**config.mk**
```make
export PLATFORM = sky130hd
export DESIGN_NAME = spi_flash_boot_loader
export DESIGN_NICKNAME = d
export VERILOG_FILES = /design/src/rtl/spi_flash_boot_loader.sv
export SDC_FILE = /design/constraint.sdc
export NUM_CORES = 1
export LEC_CHECK = 0
export CORE_ASPECT_RATIO = 0.8
export CORE_MARGIN = 5
export CORE_UTILIZATION = 58
export CTS_BUF_LIST = sky130_fd_sc_hd__clkbuf_4
export DETAILED_ROUTE_END_ITERATION = 8
export PLACE_DENSITY = 0.93
export SYNTH_ARGS = -nofsm -noshare
export SYNTH_HDL_FRONTEND = slang
export SYNTH_SLANG_ARGS = --single-unit
```
**constraint.sdc**
```tcl
create_clock -name clk_i -period 1.9 [get_ports clk_i]
set_clock_uncertainty 0.1 [all_clocks]
set_input_delay 0.38 -clock clk_i [delete_from_list [all_inputs] [get_ports clk_i]]
set_output_delay 0.38 -clock clk_i [all_outputs]
set_load 0.01 [all_outputs]
```
**src/rtl/spi_flash_boot_loader.sv**
```systemverilog
// Copies WORDS 32-bit words from SPI NOR flash (single READ 0x03, mode 0) into program SRAM, little-endian packed.
// One SRAM write per word, overlapped with shifting of the next word; done is sticky until rst_i.
module spi_flash_boot_loader #(
    parameter int          SRAM_ADDR_WIDTH = 11,
    parameter logic [23:0] FLASH_BASE      = 24'h000000,
    parameter int          WORDS           = 2048,
    parameter int          CLK_DIV         = 2
) (
    input  logic                       clk_i,
    input  logic                       rst_i,
    output logic                       spi_cs_n_o,
    output logic                       spi_sck_o,
    output logic                       spi_mosi_o,
    input  logic                       spi_miso_i,
    output logic                       mem_we_o,
    output logic [SRAM_ADDR_WIDTH-1:0] mem_addr_o,
    output logic [31:0]                mem_wdata_o,
    output logic [3:0]                 mem_wstrb_o,
    output logic                       done_o
);

    localparam int                   DIV_W     = (CLK_DIV > 1) ? $clog2(CLK_DIV) : 1;
    localparam logic [DIV_W-1:0]     DIV_LAST  = DIV_W'(CLK_DIV - 1);
    localparam logic [SRAM_ADDR_WIDTH:0] LAST_WORD = (SRAM_ADDR_WIDTH + 1)'(WORDS - 1);
    localparam logic [31:0]          HDR       = {8'h03, FLASH_BASE};

    typedef enum logic [2:0] {
        S_IDLE, S_CMD, S_ADDR, S_DATA, S_FINISH, S_DONE
    } state_e;

    state_e                     state_q, state_d;
    logic [DIV_W-1:0]           div_q, div_d;
    logic                       sck_q, sck_d;
    logic [4:0]                 bit_q, bit_d;
    logic [31:0]                hdr_q, hdr_d;
    logic [6:0]                 byte_q, byte_d;
    logic [31:0]                word_q, word_d;
    logic                       last_q, last_d;
    logic                       pend_q, pend_d;
    logic                       we_q, we_d;
    logic [SRAM_ADDR_WIDTH-1:0] addr_q, addr_d;
    logic [31:0]                wdata_q, wdata_d;
    logic [SRAM_ADDR_WIDTH:0]   wcnt_q, wcnt_d;

    logic active, tick, rise, fall;

    assign active = (state_q == S_CMD) || (state_q == S_ADDR) || (state_q == S_DATA);
    assign tick   = active && (div_q == DIV_LAST);
    assign rise   = tick && !sck_q;
    assign fall   = tick && sck_q;

    always_ff @(posedge clk_i) begin
        if (rst_i) begin
            state_q <= S_IDLE;
        end else begin
            state_q <= state_d;
        end
    end

    always_comb begin
        state_d    = state_q;
        spi_cs_n_o = 1'b1;
        spi_mosi_o = 1'b0;
        done_o     = 1'b0;
        case (state_q)
            S_IDLE:   state_d = S_CMD;
            S_CMD: begin
                spi_cs_n_o = 1'b0;
                spi_mosi_o = hdr_q[31];
                if (fall && bit_q == 5'd7) state_d = S_ADDR;
            end
            S_ADDR: begin
                spi_cs_n_o = 1'b0;
                spi_mosi_o = hdr_q[31];
                if (fall && bit_q == 5'd31) state_d = S_DATA;
            end
            S_DATA: begin
                spi_cs_n_o = 1'b0;
                if (fall && last_q) state_d = S_FINISH;
            end
            S_FINISH: state_d = S_DONE;
            S_DONE:   done_o  = 1'b1;
            default:  state_d = S_IDLE;
        endcase
    end

    always_comb begin
        div_d   = div_q;
        sck_d   = sck_q;
        bit_d   = bit_q;
        hdr_d   = hdr_q;
        byte_d  = byte_q;
        word_d  = word_q;
        last_d  = last_q;
        pend_d  = 1'b0;
        we_d    = 1'b0;
        addr_d  = addr_q;
        wdata_d = wdata_q;
        wcnt_d  = wcnt_q;

        if (active) begin
            div_d = tick ? '0 : div_q + DIV_W'(1);
            if (tick) sck_d = ~sck_q;
        end else begin
            div_d = '0;
            sck_d = 1'b0;
        end

        if (state_q == S_IDLE) hdr_d = HDR;

        // Header bits advance on falling edges so MOSI is settled a full low phase before each rise.
        if (fall && state_q != S_DATA) begin
            hdr_d = {hdr_q[30:0], 1'b0};
            bit_d = bit_q + 5'd1;
        end

        if (rise && state_q == S_DATA) begin
            bit_d  = bit_q + 5'd1;
            byte_d = {byte_q[5:0], spi_miso_i};
            if (bit_q[2:0] == 3'd7) word_d[{bit_q[4:3], 3'b000} +: 8] = {byte_q, spi_miso_i};
            if (bit_q == 5'd31) begin
                pend_d = 1'b1;
                if (wcnt_q == LAST_WORD) last_d = 1'b1;
            end
        end

        // Write is issued the cycle after the word completes, independent of FSM state.
        if (pend_q) begin
            we_d    = 1'b1;
            addr_d  = wcnt_q[SRAM_ADDR_WIDTH-1:0];
            wdata_d = word_q;
            wcnt_d  = wcnt_q + (SRAM_ADDR_WIDTH + 1)'(1);
        end
    end

    always_ff @(posedge clk_i) begin
        if (rst_i) begin
            div_q   <= '0;
            sck_q   <= 1'b0;
            bit_q   <= '0;
            hdr_q   <= HDR;
            byte_q  <= '0;
            word_q  <= '0;
            last_q  <= 1'b0;
            pend_q  <= 1'b0;
            we_q    <= 1'b0;
            addr_q  <= '0;
            wdata_q <= '0;
            wcnt_q  <= '0;
        end else begin
            div_q   <= div_d;
            sck_q   <= sck_d;
            bit_q   <= bit_d;
            hdr_q   <= hdr_d;
            byte_q  <= byte_d;
            word_q  <= word_d;
            last_q  <= last_d;
            pend_q  <= pend_d;
            we_q    <= we_d;
            addr_q  <= addr_d;
            wdata_q <= wdata_d;
            wcnt_q  <= wcnt_d;
        end
    end

    assign spi_sck_o   = sck_q;
    assign mem_we_o    = we_q;
    assign mem_addr_o  = addr_q;
    assign mem_wdata_o = wdata_q;
    assign mem_wstrb_o = {4{we_q}};

endmodule

```
==> out/qor.csv <==
metric,value,unit
"Reg clk slew, reported paths",0.11,ns
Leak Pwr,2.23,nW
vias per cell,6.28,
Area Growth Syn to Fin,20.0,%
DRC viols,0,
"Primary FF master, synth",dfxtp_1,
Final HPWL DP,7.56,mm
Final Wtd Congestion,0.861,
WHS Endpoint,state_q[2],
share of layout cells above drive strength 1,16.5,%
crit path max fanout,8,
Synth async-reset ratio,0,%
Final Cycle Share,101,%
Placeable Area,8410,µm²
Rows,30,
outcome,"finished, violations left",
worst hold path startpoint,rst_i,
hold slack,0.126,ns
Clk pwr share,40.2,%
Max Root-Sink Buffers,2,
CTS root buffer,clkbuf_4,
Slew @ Worst Pin,0.726,ns
H-tree Lvls,4,
largest net degree at the start of global routing,71,
mean post-synth cell area,9.40,µm²
count of pins over their slew limit,0,
Layout Utilization,70.4,%
register area,2320,µm²
global route total overflow,0,
WL/cell,18.4,µm
"Design Area, Final",5920,µm²
kind of critical path,flip-flop to flip-flop,
Max-Cap Viols,0,
vias in the first global route,4198,
Setup TNS,-0.0420,ns
DIE WIDTH,113,µm
Post-synth EDFFs,0,
RSZ-0062 raised after global routing,yes,
Die ar.,10500,µm²
CTS tree,yes,
PortBufs,54,
Vias,4411,
"area leader, netlist",dfxtp_1,
Synthesized Nets,537,
Initial Util,58.7,%
Hold Fails Final Rpt,0,
Worst Setup End Kind,flip-flop,
Sw Ratio,26.5,%
first-pass GRT wire length,20.2,mm
initial antenna violation count,1,
post-layout worst setup margin,-0.0211,ns
Worst R2R Start,bit_q[4],
Antenna Violating Nets Remaining,0,
total track usage,24.1,%
nets,588,
startpoint types,flip-flop,
Multi-input gate area,2420,µm²
Post-DP Area,5510,µm²
Die Y,92.5,µm
Syn Inst Count,525,
R2R cell count,6,
Post-Route WL,12.9,mm
cell area after synthesis,4930,µm²
Post-CTS Hold Fix Bufs,0,
part of the power in registers,51.8,%
top-count cell post-synth,dfxtp_1,
relative slew slack,51.5,%
I/O pins,55,
min Tclk post-route,1.92,ns
hold path cells,2,
sequential area share after synthesis,46.7,%
"top cells by area, synth","dfxtp_1, mux2i_1, a21oi_1",
Combinational Power Share,8.0,%
Worst-Skew Late Latency,0.52,ns
Synth top area share,46.7,%
Synth cell types,45,
P per Cell Area,798,nW/µm²
YS warnings,0,
Hold Path Class,input pin to flip-flop,
flip-flop and latch count after synthesis,115,
start point of the critical path,bit_q[4],
FMAX,521,MHz
# clock sinks,115,
peak supply drop,0.564,mV
Worst EP arrival,2.28,ns
failing checks,negative setup slack,
Sw Pwr,1.25,mW
reg2reg setup slack,-0.02,ns
end of the worst register-to-register path,word_q[23],
Iteration-0 DRC Markers,438,
drt first pass iters,6,
P_int,3.47,mW
# fillers,636,
"top cells by count, synth","dfxtp_1, a21oi_1, nor2_1",
cts bufs inserted,17,
# setup viols final,2,
critical path data required time,2.26,ns
==> worst max-delay path by stage <==
stage                    endpoint  slack [ns]  cells past startpoint
floorplan              word_q[10]        0.21                      7
detailed placement     word_q[30]        0.03                      5
global placement       spi_mosi_o        0.13                      3
global route               last_q       -0.08                      6
finish                 word_q[23]       -0.02                      6
CTS                 mem_addr_o[2]       0.002                      1
==> final cells by class <==
class | instances | share of cell area, %
Clock inverter | 14 | 2.73
Antenna cell | 1 | 0.0423
Timing Repair Buffer | 82 | 12.1
Tap cell | 112 | 2.37
Inverter | 6 | 0.381
Sequential cell | 115 | 39.2
Multi-Input combinational cell | 354 | 40.9
Clock buffer | 18 | 2.28
==> stage by stage <==
stage	worst slack (ns)	std cells	power (mW)
finish	-0.0211	702	4.72
global route	-0.0837	702	4.90
CTS	0.00187	696	4.69
detailed placement	0.0261	662	2.83
global placement	0.133	662	2.81
floorplan	0.207	525	2.75
==> repair_timing <==
action                                  4_1_cts  5_1_grt
buffers inserted                              2        5
pin swaps                                     3        4
gates cloned                                  0        0
endpoints found under the setup margin       55       38
resized for setup                            68       25
==> power by group through the flow <==
stage               Combinational (mW)  Clock (mW)  Sequential, mW
floorplan                        0.259           0            2.49
global placement                 0.319           0            2.49
detailed placement               0.336           0            2.49
CTS                              0.340        1.91            2.44
global route                     0.402        2.05            2.45
finish                           0.378        1.90            2.45
==> flip-flops by register name (all words and copies together), names as in the netlist, 3 cells and up <==
| name | cells |
|---|---|
| wcnt_q | 12 |
| state_q | 3 |
| word_q | 32 |
| mem_wdata_o | 32 |
| hdr_q | 8 |
| bit_q | 5 |
| byte_q | 7 |
| mem_addr_o | 11 |
==> layer usage <==
layer  share of wire (%)  GRT usage [%]
met5                   0              0
met4                 4.2           13.0
met3                 8.2           7.12
met2                  47           37.9
met1                  40           29.6
==> layout by cell type (no fill, tap or decap), drive strengths merged, types with 3 or more instances in the layout <==
master and instances:
mux2i 47, dlygate4sd2 47, and4b 4, clkbuf 18, and3b 3, nor2 52
inv 8, clkinv 6, ha 9, nand2 4, xnor2 3, nand4b 5
or4 5, nor3b 3, nand2b 11, nand4 36, nor2b 7, nand3 21
or3 4, a21oi 56, buf 32, o31ai 4, clkinvlp 3, o211ai 7
nor3 4, nand3b 4, o21ai 43, xor2 4, bufinv 3, dfxtp 115
==> worst max-delay path, stage by stage, from the launching register on <==
cell     delay [ns]
dfxtp_2        0.44
inv_1          0.13
ha_2           0.42
nor3b_2        0.24
buf_4          0.19
nand4_1        0.15
a21oi_1        0.19
==> cells by family (layout without fill, tap and decap cells) <==
logic type / after synthesis / in the layout / share of synthesized area [%]
other cells: 0 / 1 / 0
mux: 49 / 49 / 9.99
fa+ha+maj: 9 / 9 / 2.28
xor+xnor: 7 / 7 / 1.24
buf+inv: 56 / 120 / 6.21
simple gates: 171 / 171 / 20.2
compound gates: 118 / 118 / 13.4
flops: 115 / 115 / 46.7
Power figures use the tool's default switching activity.
